`src/rtl/cache_trace_frontend_pkg.sv`:
```
// Shared types for the L1 trace frontend: command encoding, request record
// and the address split geometry.
package cache_trace_frontend_pkg;

  localparam int ADDRESS_BITS = 32;
  localparam int OFFSET_BITS  = 6;
  localparam int INDEX_BITS   = 14;
  localparam int TAG_BITS     = ADDRESS_BITS - INDEX_BITS - OFFSET_BITS;

  typedef enum logic [3:0] {
    CMD_READ       = 4'd0,
    CMD_WRITE      = 4'd1,
    CMD_IFETCH     = 4'd2,
    CMD_L2_INVAL   = 4'd3,
    CMD_L2_DATA_RQ = 4'd4,
    CMD_CLR        = 4'd8,
    CMD_PRINT      = 4'd9
  } cmd_e;

  typedef struct packed {
    cmd_e                    cmd;
    logic [ADDRESS_BITS-1:0] addr;
  } trace_req_t;

  function automatic logic is_legal_cmd(input logic [3:0] code);
    case (code)
      4'd0, 4'd1, 4'd2, 4'd3, 4'd4, 4'd8, 4'd9: return 1'b1;
      default:                                 return 1'b0;
    endcase
  endfunction

endpackage

```
`src/rtl/cache_trace_frontend_req_fifo.sv`:
```
// In-order request FIFO; occupancy is tracked separately from the wrapping
// pointers so full and empty never alias.
module cache_req_fifo
  import cache_trace_frontend_pkg::*;
#(
  parameter int DEPTH = 4
) (
  input  logic                   clk,
  input  logic                   rst,
  input  logic                   push,
  input  trace_req_t             push_data,
  input  logic                   pop,
  output trace_req_t             head,
  output logic                   full,
  output logic                   empty,
  output logic [$clog2(DEPTH):0] count
);

  localparam int PW = $clog2(DEPTH);
  localparam int CW = PW + 1;

  logic [PW-1:0] wr_ptr_q, wr_ptr_d;
  logic [PW-1:0] rd_ptr_q, rd_ptr_d;
  logic [CW-1:0] count_q, count_d;
  logic          push_ok, pop_ok;
  trace_req_t    mem_q [DEPTH];

  assign full    = (count_q == CW'(DEPTH));
  assign empty   = (count_q == '0);
  assign push_ok = push && !full;
  assign pop_ok  = pop && !empty;
  assign count   = count_q;
  // Head is read combinationally so a fresh entry is visible the next cycle.
  assign head    = mem_q[rd_ptr_q];

  always_comb begin
    wr_ptr_d = wr_ptr_q;
    rd_ptr_d = rd_ptr_q;
    count_d  = count_q;
    if (push_ok) wr_ptr_d = wr_ptr_q + PW'(1);
    if (pop_ok)  rd_ptr_d = rd_ptr_q + PW'(1);
    if (push_ok && !pop_ok)      count_d = count_q + CW'(1);
    else if (!push_ok && pop_ok) count_d = count_q - CW'(1);
  end

  always_ff @(posedge clk or posedge rst) begin
    if (rst) begin
      wr_ptr_q <= '0;
      rd_ptr_q <= '0;
      count_q  <= '0;
    end else begin
      wr_ptr_q <= wr_ptr_d;
      rd_ptr_q <= rd_ptr_d;
      count_q  <= count_d;
    end
  end

  always_ff @(posedge clk) begin
    if (push_ok) mem_q[wr_ptr_q] <= push_data;
  end

endmodule

```
`src/rtl/cache_trace_frontend.sv`:
```
// Trace command frontend: filters illegal codes, queues legal requests,
// issues them split into tag/index/offset and keeps saturating statistics.
module cache_trace_frontend
  import cache_trace_frontend_pkg::*;
#(
  parameter int DEPTH = 4,
  parameter int CNT_W = 32
) (
  input  logic                    clk,
  input  logic                    rst,
  input  logic                    in_valid,
  output logic                    in_ready,
  input  logic [3:0]              in_cmd,
  input  logic [ADDRESS_BITS-1:0] in_addr,
  output logic                    out_valid,
  input  logic                    out_ready,
  output logic [3:0]              out_cmd,
  output logic [TAG_BITS-1:0]     out_tag,
  output logic [INDEX_BITS-1:0]   out_index,
  output logic [OFFSET_BITS-1:0]  out_offset,
  output logic [$clog2(DEPTH):0]  fifo_count,
  output logic [CNT_W-1:0]        read_cnt,
  output logic [CNT_W-1:0]        write_cnt,
  output logic [CNT_W-1:0]        fetch_cnt,
  output logic [CNT_W-1:0]        bad_cmd_cnt
);

  localparam int CW = $clog2(DEPTH) + 1;

  typedef enum logic [1:0] {S_IDLE, S_ISSUE, S_CLR} state_e;

  state_e           state_q, state_d;
  logic             full, empty, legal, in_fire, out_fire, push, clr;
  trace_req_t       push_req, head;
  logic [CNT_W-1:0] read_cnt_q, read_cnt_d, write_cnt_q, write_cnt_d;
  logic [CNT_W-1:0] fetch_cnt_q, fetch_cnt_d, bad_cnt_q, bad_cnt_d;

  function automatic logic [CNT_W-1:0] sat_inc(input logic [CNT_W-1:0] v);
    return (&v) ? v : v + CNT_W'(1);
  endfunction

  assign in_ready  = !rst && !full && (state_q != S_CLR);
  assign in_fire   = in_valid && in_ready;
  assign legal     = is_legal_cmd(in_cmd);
  assign push      = in_fire && legal;
  assign push_req  = '{cmd: cmd_e'(in_cmd), addr: in_addr};
  assign out_valid = (state_q == S_ISSUE);
  assign out_fire  = out_valid && out_ready;
  assign clr       = (out_fire && head.cmd == CMD_CLR) || (state_q == S_CLR);

  cache_req_fifo #(.DEPTH(DEPTH)) u_fifo (
    .clk       (clk),
    .rst       (rst),
    .push      (push),
    .push_data (push_req),
    .pop       (out_fire),
    .head      (head),
    .full      (full),
    .empty     (empty),
    .count     (fifo_count)
  );

  // Fields read zero whenever nothing is being offered.
  always_comb begin
    out_cmd    = '0;
    out_tag    = '0;
    out_index  = '0;
    out_offset = '0;
    if (out_valid) begin
      out_cmd    = head.cmd;
      out_tag    = head.addr[ADDRESS_BITS-1 -: TAG_BITS];
      out_index  = head.addr[OFFSET_BITS +: INDEX_BITS];
      out_offset = head.addr[OFFSET_BITS-1:0];
    end
  end

  always_comb begin
    state_d = state_q;
    case (state_q)
      S_IDLE:  if (push) state_d = S_ISSUE;
      S_ISSUE: begin
        if (out_fire) begin
          if (head.cmd == CMD_CLR)                 state_d = S_CLR;
          else if (fifo_count > CW'(1) || push)    state_d = S_ISSUE;
          else                                     state_d = S_IDLE;
        end
      end
      S_CLR:   state_d = empty ? S_IDLE : S_ISSUE;
      default: state_d = S_IDLE;
    endcase
  end

  always_comb begin
    read_cnt_d  = read_cnt_q;
    write_cnt_d = write_cnt_q;
    fetch_cnt_d = fetch_cnt_q;
    bad_cnt_d   = bad_cnt_q;
    if (out_fire) begin
      case (head.cmd)
        CMD_READ:   read_cnt_d  = sat_inc(read_cnt_q);
        CMD_WRITE:  write_cnt_d = sat_inc(write_cnt_q);
        CMD_IFETCH: fetch_cnt_d = sat_inc(fetch_cnt_q);
        default:    ;
      endcase
    end
    if (in_fire && !legal) bad_cnt_d = sat_inc(bad_cnt_q);
    // Clearing wins over any increment landing in the same cycle.
    if (clr) begin
      read_cnt_d  = '0;
      write_cnt_d = '0;
      fetch_cnt_d = '0;
      bad_cnt_d   = '0;
    end
  end

  always_ff @(posedge clk or posedge rst) begin
    if (rst) begin
      state_q     <= S_IDLE;
      read_cnt_q  <= '0;
      write_cnt_q <= '0;
      fetch_cnt_q <= '0;
      bad_cnt_q   <= '0;
    end else begin
      state_q     <= state_d;
      read_cnt_q  <= read_cnt_d;
      write_cnt_q <= write_cnt_d;
      fetch_cnt_q <= fetch_cnt_d;
      bad_cnt_q   <= bad_cnt_d;
    end
  end

  assign read_cnt    = read_cnt_q;
  assign write_cnt   = write_cnt_q;
  assign fetch_cnt   = fetch_cnt_q;
  assign bad_cmd_cnt = bad_cnt_q;

endmodule
```
`config.mk`:
```
export PLATFORM = sky130hd
export DESIGN_NAME = cache_trace_frontend
export DESIGN_NICKNAME = d
export VERILOG_FILES = /design/src/rtl/cache_trace_frontend_pkg.sv /design/src/rtl/cache_trace_frontend_req_fifo.sv /design/src/rtl/cache_trace_frontend.sv
export SDC_FILE = /design/constraint.sdc
export NUM_CORES = 1
export LEC_CHECK = 0
export ABC_AREA = 1
export BUFFER_PORTS_ARGS = -buffer_cell sky130_fd_sc_hd__buf_2
export CAP_MARGIN = 20
export CORE_MARGIN = 1
export CORE_UTILIZATION = 28
export DETAILED_ROUTE_END_ITERATION = 10
export PLACE_DENSITY_LB_ADDON = 0.3
export SLEW_MARGIN = 5
export SYNTH_ARGS = -nofsm -noshare
export SYNTH_HDL_FRONTEND = slang
export SYNTH_SLANG_ARGS = --single-unit
export TNS_END_PERCENT = 10
```
`constraint.sdc`:
```
create_clock -name clk -period 9.91 [get_ports clk]
set_clock_uncertainty 0.15 [all_clocks]
set_input_delay 0.4955 -clock clk [delete_from_list [all_inputs] [get_ports clk]]
set_output_delay 0.4955 -clock clk [all_outputs]
set_load 0.01 [all_outputs]
```
==> flow_summary.ini, run 1 <==
[status]
outcome = finished, final reports clean

[clock_tree]
hold_buffers = 37
cts_htree_levels = 2
cts.clk_slew.worst_paths_ns = 0.06
cts_inserted_buffers = 36
tritoncts = done
cts_resized = 0
clk_latency_ns = 0.57
clock_path_buffers = 3
cts_root_buf = clkbuf_16
post_cts_buffers = 0
clock-sinks = 281

[global_routing]
grt_pass1_vias = 12910
track_usage = 0.1601
grt_overflow = 0
antenna_found_initial = 0
grt_max_degree = 82
grt_pass1_wl_um = 71790

[logic_synthesis]
synth_top_area_share = 0.2809
ys_warn_count = 0
synth_flop_cell = edfxtp_1
yosysSeqAreaShare = 0.5036
synth_nets = 2017
synthCells = 1964
netlist_area_mm2 = 0.01539
synth_commonest_cells = nand2_1, nor2_1, edfxtp_1, dfrtp_1, nand3_1
yosys.area.top_type = edfxtp_1
synth_cell_type_count = 36
synth.most_common_cell = nand2_1
yosys-top-cells-area = edfxtp_1, dfrtp_1, nand2_1
synthArstFlopShare = 0.4875
synth_edf_count = 144
synth.avg_cell_area_um2 = 7.838
ys_seq_elements = 281

[place]
dp_cells = 2811
place_congestion = 0.9348
io_buffers = 208
hpwl_um = 30430

[layout]
fillers = 5657
stdcell_count = 2916
nets = 2245
area_growth_pct = 20.89
drive_gt1_frac = 0.1401
antennaDiodeCount = 0

[sta]
hold_violations = 0
slew_violations = 0
post-route-period-util = 0.3465
fin_tns_setup_ns = 0
rsz0062_at_grt = false
final-setup-viol-count = 0
slew_headroom = 0.3862
tightest_slew_ns = 0.9207
fmax_mhz = 291.2
fin_crit_ns = 3.434

[routing]
drt_wl_total_um = 44900
firstDrtPassIters = 6
wl_per_cell_um = 15.40
detail-route-antenna-nets = 0
via_per_inst = 4.608
vias = 13440
detail_route.iter0.violations = 843
drc = 0

[die]
num_io_pins = 209
dieHeight_um = 236.5
fp.coreArea_mm2 = 0.05403
die_x_um = 236.5
die_area_mm2 = 0.05592
initial_utilization = 0.2849
rows = 85

[setup_path]
endpoint_kind = register
worstPathMaxFanout = 74
worst_setup_path_start_kind = register
reg2reg_slack_ns = 6.48
crit_type = register to register
crit_family = simple AND/OR/NAND/NOR gates
cp.arrival_ns = 3.78
max_stage_delay_ns = 0.75
cp_slowest_cell = nand2_2
worstPathRequired_ns = 10.26
crit_buf_inv = 2
crit_chain = buf_4 -> nand2_1 -> nand3_1 -> nand2_1 -> nand2_2 -> inv_2 -> nand3_4 -> nand3_2 -> nand2_2 -> nand2_1 -> nand2_1
crit_top_cell = nand2_1

[power_and_ir_drop]
pwr_density_cell_mw_per_mm2 = 200.2
p_int_mw = 2.378
clock_power_share = 0.347
ir_drop_v = 0.0001500
comb_power_share = 0.289
p_switching_mw = 1.347
p_sw_frac = 0.3616
p_seq_frac = 0.363
p_leak_nw = 8.162

[min_path]
min-delay-path-class = input pin to register

[run]
maxCapViolCount = 0
## state kept, by name (all words and copies together) (netlist names)
name	cells
u_fifo.wr_ptr_q	2
state_q	2
write_cnt	32
u_fifo.count	3
bad_cmd_cnt	32
u_fifo.rd_ptr_q	2
read_cnt	32
u_fifo.mem_q	144
fetch_cnt	32
## through the flow
step,util,cell area (um2),power (mW),hold WS (ns),setup WS [ns]
floorplan,-,15390,2.101,0.3902,3.669
global placement,0.3150,17020,2.436,0.3544,6.288
detailed placement,0.3150,17020,2.449,0.3655,6.202
CTS,0.3439,18580,3.777,0.002339,6.184
global route,0.3444,18610,3.955,0.02247,6.038
finish,0.3444,18610,3.725,0.04766,6.476
## per-layer routing
metal,global-route usage,routed length (um)
met3,0.03579,2559
met2,0.2565,20600
met4,0.05667,1258
met1,0.2116,20490
met5,0,0
## placed cells by master, fill, tap and decap left out, types with 2 or more instances in the layout
cell | netlist | routed
nand3_1 | 121 | 121
nand4_1 | 18 | 18
nand2_2 | 8 | 8
o21bai_1 | 2 | 2
clkbuf_1 | 13 | 11
clkinv_4 | 0 | 2
buf_2 | 17 | 208
dlygate4sd3_1 | 0 | 37
clkbuf_8 | 0 | 5
nor2_8 | 2 | 2
nor3b_1 | 2 | 2
dfrtp_1 | 137 | 136
xor2_1 | 37 | 37
nand2_1 | 642 | 642
inv_1 | 116 | 115
a21oi_1 | 35 | 35
edfxtp_1 | 144 | 144
nor2_2 | 3 | 3
clkinv_2 | 0 | 4
nand3b_1 | 41 | 41
nor3_1 | 11 | 11
buf_4 | 14 | 10
xnor2_1 | 31 | 31
nor2_4 | 6 | 10
nor2_1 | 430 | 426
inv_2 | 8 | 8
clkbuf_16 | 0 | 36
and2_1 | 2 | 2
ha_1 | 13 | 13
a21o_1 | 13 | 13
clkinv_16 | 0 | 3
o21ai_0 | 69 | 69
clkinvlp_4 | 0 | 3
## cell type report
class / count / area, um2 / share of cell area
Sequential cell: 281 / 7754 / 0.4167
Multi-Input combinational cell: 1493 / 6813 / 0.3661
Timing Repair Buffer: 256 / 1506 / 0.08095
Clock buffer: 52 / 1011 / 0.05433
Tap cell: 696 / 870.8 / 0.04680
Inverter: 124 / 470.5 / 0.02528
Clock inverter: 14 / 183.9 / 0.009884
## power by group through the flow
stage	logic [mW]	registers, mW	clock network (mW)
global placement	1.06	1.37	0
global route	1.21	1.36	1.38
floorplan	0.724	1.38	0
finish	1.08	1.35	1.29
CTS	1.09	1.36	1.33
detailed placement	1.07	1.38	0
## logic make-up (layout without fill, tap and decap cells)
group                      Yosys count  count (layout)  synth area share
AOI/OAI and AO/OA                  121             121           0.04202
adders and majority gates           13              13           0.01057
and+or+nand+nor                   1291            1291            0.3493
buffers and inverters              190             446           0.05576
DFF                                281             281            0.5036
xor gates and xnor gates            68              68           0.03869
## path summary, 6_finish.rpt
| kind | start | to | cells after the start |
|---|---|---|---|
| worst max-delay path | u_fifo.rd_ptr_q[0] | fetch_cnt[22] | 11 |
| worst min-delay path | in_cmd[1] | u_fifo.mem_q[0][33] | 1 |
| worst max register to register | u_fifo.rd_ptr_q[0] | fetch_cnt[22] | 11 |
| worst min register to register | write_cnt[31] | write_cnt[31] | 2 |
| max in group asynchronous | rst | bad_cmd_cnt[29] | 4 |
| min in group asynchronous | rst | read_cnt[25] | 3 |
(Power assumes the default switching activity.)
==> run 2, diff against run 1 <==
Clock period 9.91 ns to 3.3 ns, I/O delays scaled along.
==> run 2 against run 1 <==
Global-route usage increased by 0.26 points. Sequential power rose to 3.0 times the previous value. Flip-flop and latch count unchanged. First-iteration DRC count shrank 7.0%. Final cell count rose by 0.17%. Sequential share of layout area shrank 0.25 points. Critical path depth down 6. Power grew to 3.0 times the previous value. Largest cell class unchanged.
==> flow_summary.ini, run 2 (synthesis gave the netlist of run 1 again) <==
[status]
outcome = finished, final reports clean

[power_and_ir_drop]
pwr_density_cell_mw_per_mm2 = 604.2
p_leak_nw = 8.229
power.total_mw = 11.31
ir_drop_v = 0.0004368

[layout]
area_growth_pct = 21.62
antennaDiodeCount = 0
largest_reg_flops = 144
nets = 2256
drive_gt1_frac = 0.1443
layout.cells.most_common = nand2_1
final_cell_mix = nand2_1, nor2_1, buf_2
top_register = u_fifo.mem_q

[setup_path]
max_stage_delay_ns = 0.57
crit_type = register to output pin
timing.rr.start = u_fifo.count[0]
r2r_end = bad_cmd_cnt[10]
crit_buf_inv = 3
reg2reg_slack_ns = 0.63
worstPathRequired_ns = 2.98
critPathLaunch = u_fifo.rd_ptr_q[0]
worstSetupEndpoint = out_offset[2]
endpoint_kind = output pin
worst_setup_path_start_kind = register
worstRegToRegCells = 13
cp_num_cells = 5
crit_family = buffers and inverters
cp.arrival_ns = 2.39
crit_chain = inv_2 -> buf_4 -> o21ai_0 -> a21oi_1 -> buf_2
worstPathMaxFanout = 42
cp_slowest_cell = dfrtp_2

[routing]
detail_route.iter0.violations = 784
vias = 13540
via_per_inst = 4.634
detail-route-antenna-nets = 0
firstDrtPassIters = 6
drt_wl_total_um = 45450
wl_per_cell_um = 15.56
drc = 0

[run]
maxCapViolCount = 0

[clock_tree]
cts_inserted_buffers = 36
cts.clk_slew.worst_paths_ns = 0.06
clock-sinks = 281
clk_latency_ns = 0.56
cts_htree_levels = 2
post_cts_buffers = 0
tritoncts = done
cts_root_buf = clkbuf_16
clock_path_buffers = 3

[die]
die_area_mm2 = 0.05592
dieHeight_um = 236.5
initial_utilization = 0.2849
rows = 85
die_x_um = 236.5
fp.coreArea_mm2 = 0.05403
num_io_pins = 209

[place]
place_congestion = 0.9255
io_buffers = 208
hpwl_um = 31240
place_ws_ns = 0.6420

[sta]
hold_violations = 0
final-setup-viol-count = 0
fin_crit_ns = 2.704
slew_violations = 0
rsz0062_at_grt = false
slew_headroom = 0.3826
fmax_mhz = 369.9
post-route-period-util = 0.8193
tightest_slew_ns = 0.9220
fin_ws_ns = 0.5963

[global_routing]
grt_overflow = 0
antenna_found_initial = 0
grt_pass1_vias = 13150
busiest_layer = met2
grt_max_degree = 138
track_usage = 0.1627
grt_use_met1 = 0.2213
use_met3 = 0.03159
use_met2 = 0.2601
grt_pass1_wl_um = 72810

[min_path]
min-delay-path-class = input pin to register
-- run 2: cell types whose count changed in the layout (fill, tap and decap cells not counted), moves of 2 or more --
cell,before,now
buf_4,10,18
bufinv_16,1,3
clkbuf_1,11,6
clkinv_1,1,3
clkinv_4,2,0
dlygate4sd3_1,37,39
-- run 2: worst reg2reg max path, cell delays in order (launching register included) --
cell     delay (ns)
dfrtp_1        0.47
inv_1          0.10
ha_1           0.23
nand2_1        0.09
nand3_1        0.12
nor2_2         0.24
inv_1          0.06
nor2_1         0.14
buf_4          0.22
nand2_2        0.16
inv_2          0.25
nand3_1        0.13
nor2_1         0.11
nor2_1         0.05
-- run 2: worst min-delay path by stage --
stage / slack [ns] / cells after the start / endpoint / start
after floorplan: 0.11 / 0 / u_fifo.mem_q[0][0] / in_addr[0]
after global placement: 0.23 / 1 / u_fifo.mem_q[2][13] / in_addr[13]
after detailed placement: 0.23 / 1 / u_fifo.mem_q[3][2] / in_addr[2]
after CTS: 0.17 / 2 / u_fifo.mem_q[3][6] / in_addr[6]
after global routing: 0.19 / 2 / u_fifo.mem_q[0][9] / in_addr[9]
final: 0.22 / 2 / u_fifo.mem_q[3][6] / in_addr[6]
-- run 2: cell type report --
cell class / instances / area, um2
clock buffers: 46 / 978.4
clock inverters: 14 / 205.2
fillers: 5716 / 35310
inverters: 124 / 471.7
multi-input cells: 1493 / 6835
flip-flops and latches: 281 / 7754
well taps: 696 / 870.8
repair buffers: 267 / 1607
-- run 2: per-layer routing --
layer / vias up / share of wire
met4: 0 / 0.023
li1: 6758 / -
met2: 333 / 0.45
met5: - / 0
met3: 58 / 0.055
met1: 6387 / 0.47
-- run 2: report_power, final --
part	switching [mW]	leakage (nW)	internal, mW
Sequential	0.210	3.18	3.90
Clock	1.57	0.572	2.35
Combinational	2.25	4.47	1.02
-- run 2: repair_timing --
item,4_1_cts,5_1_grt
setup endpoints to repair,0,0
hold buffers,39,0
gates resized for setup,0,0
hold endpoints to repair,285,0
-- run 2: through the flow --
stage / utilization / TNS (ns) / hold slack [ns] / area [um2] / instances
5_1_grt: 0.3465 / 0 / 0.1917 / 18720 / 2921
2_1_floorplan: - / -25.23 / 0.1139 / 15450 / 1964
3_5_place_dp: 0.3174 / 0 / 0.2314 / 17150 / 2822
3_3_place_gp: 0.3174 / 0 / 0.2283 / 17150 / 2822
4_1_cts: 0.3465 / 0 / 0.1689 / 18720 / 2921
6_report: 0.3465 / 0 / 0.2151 / 18720 / 2921
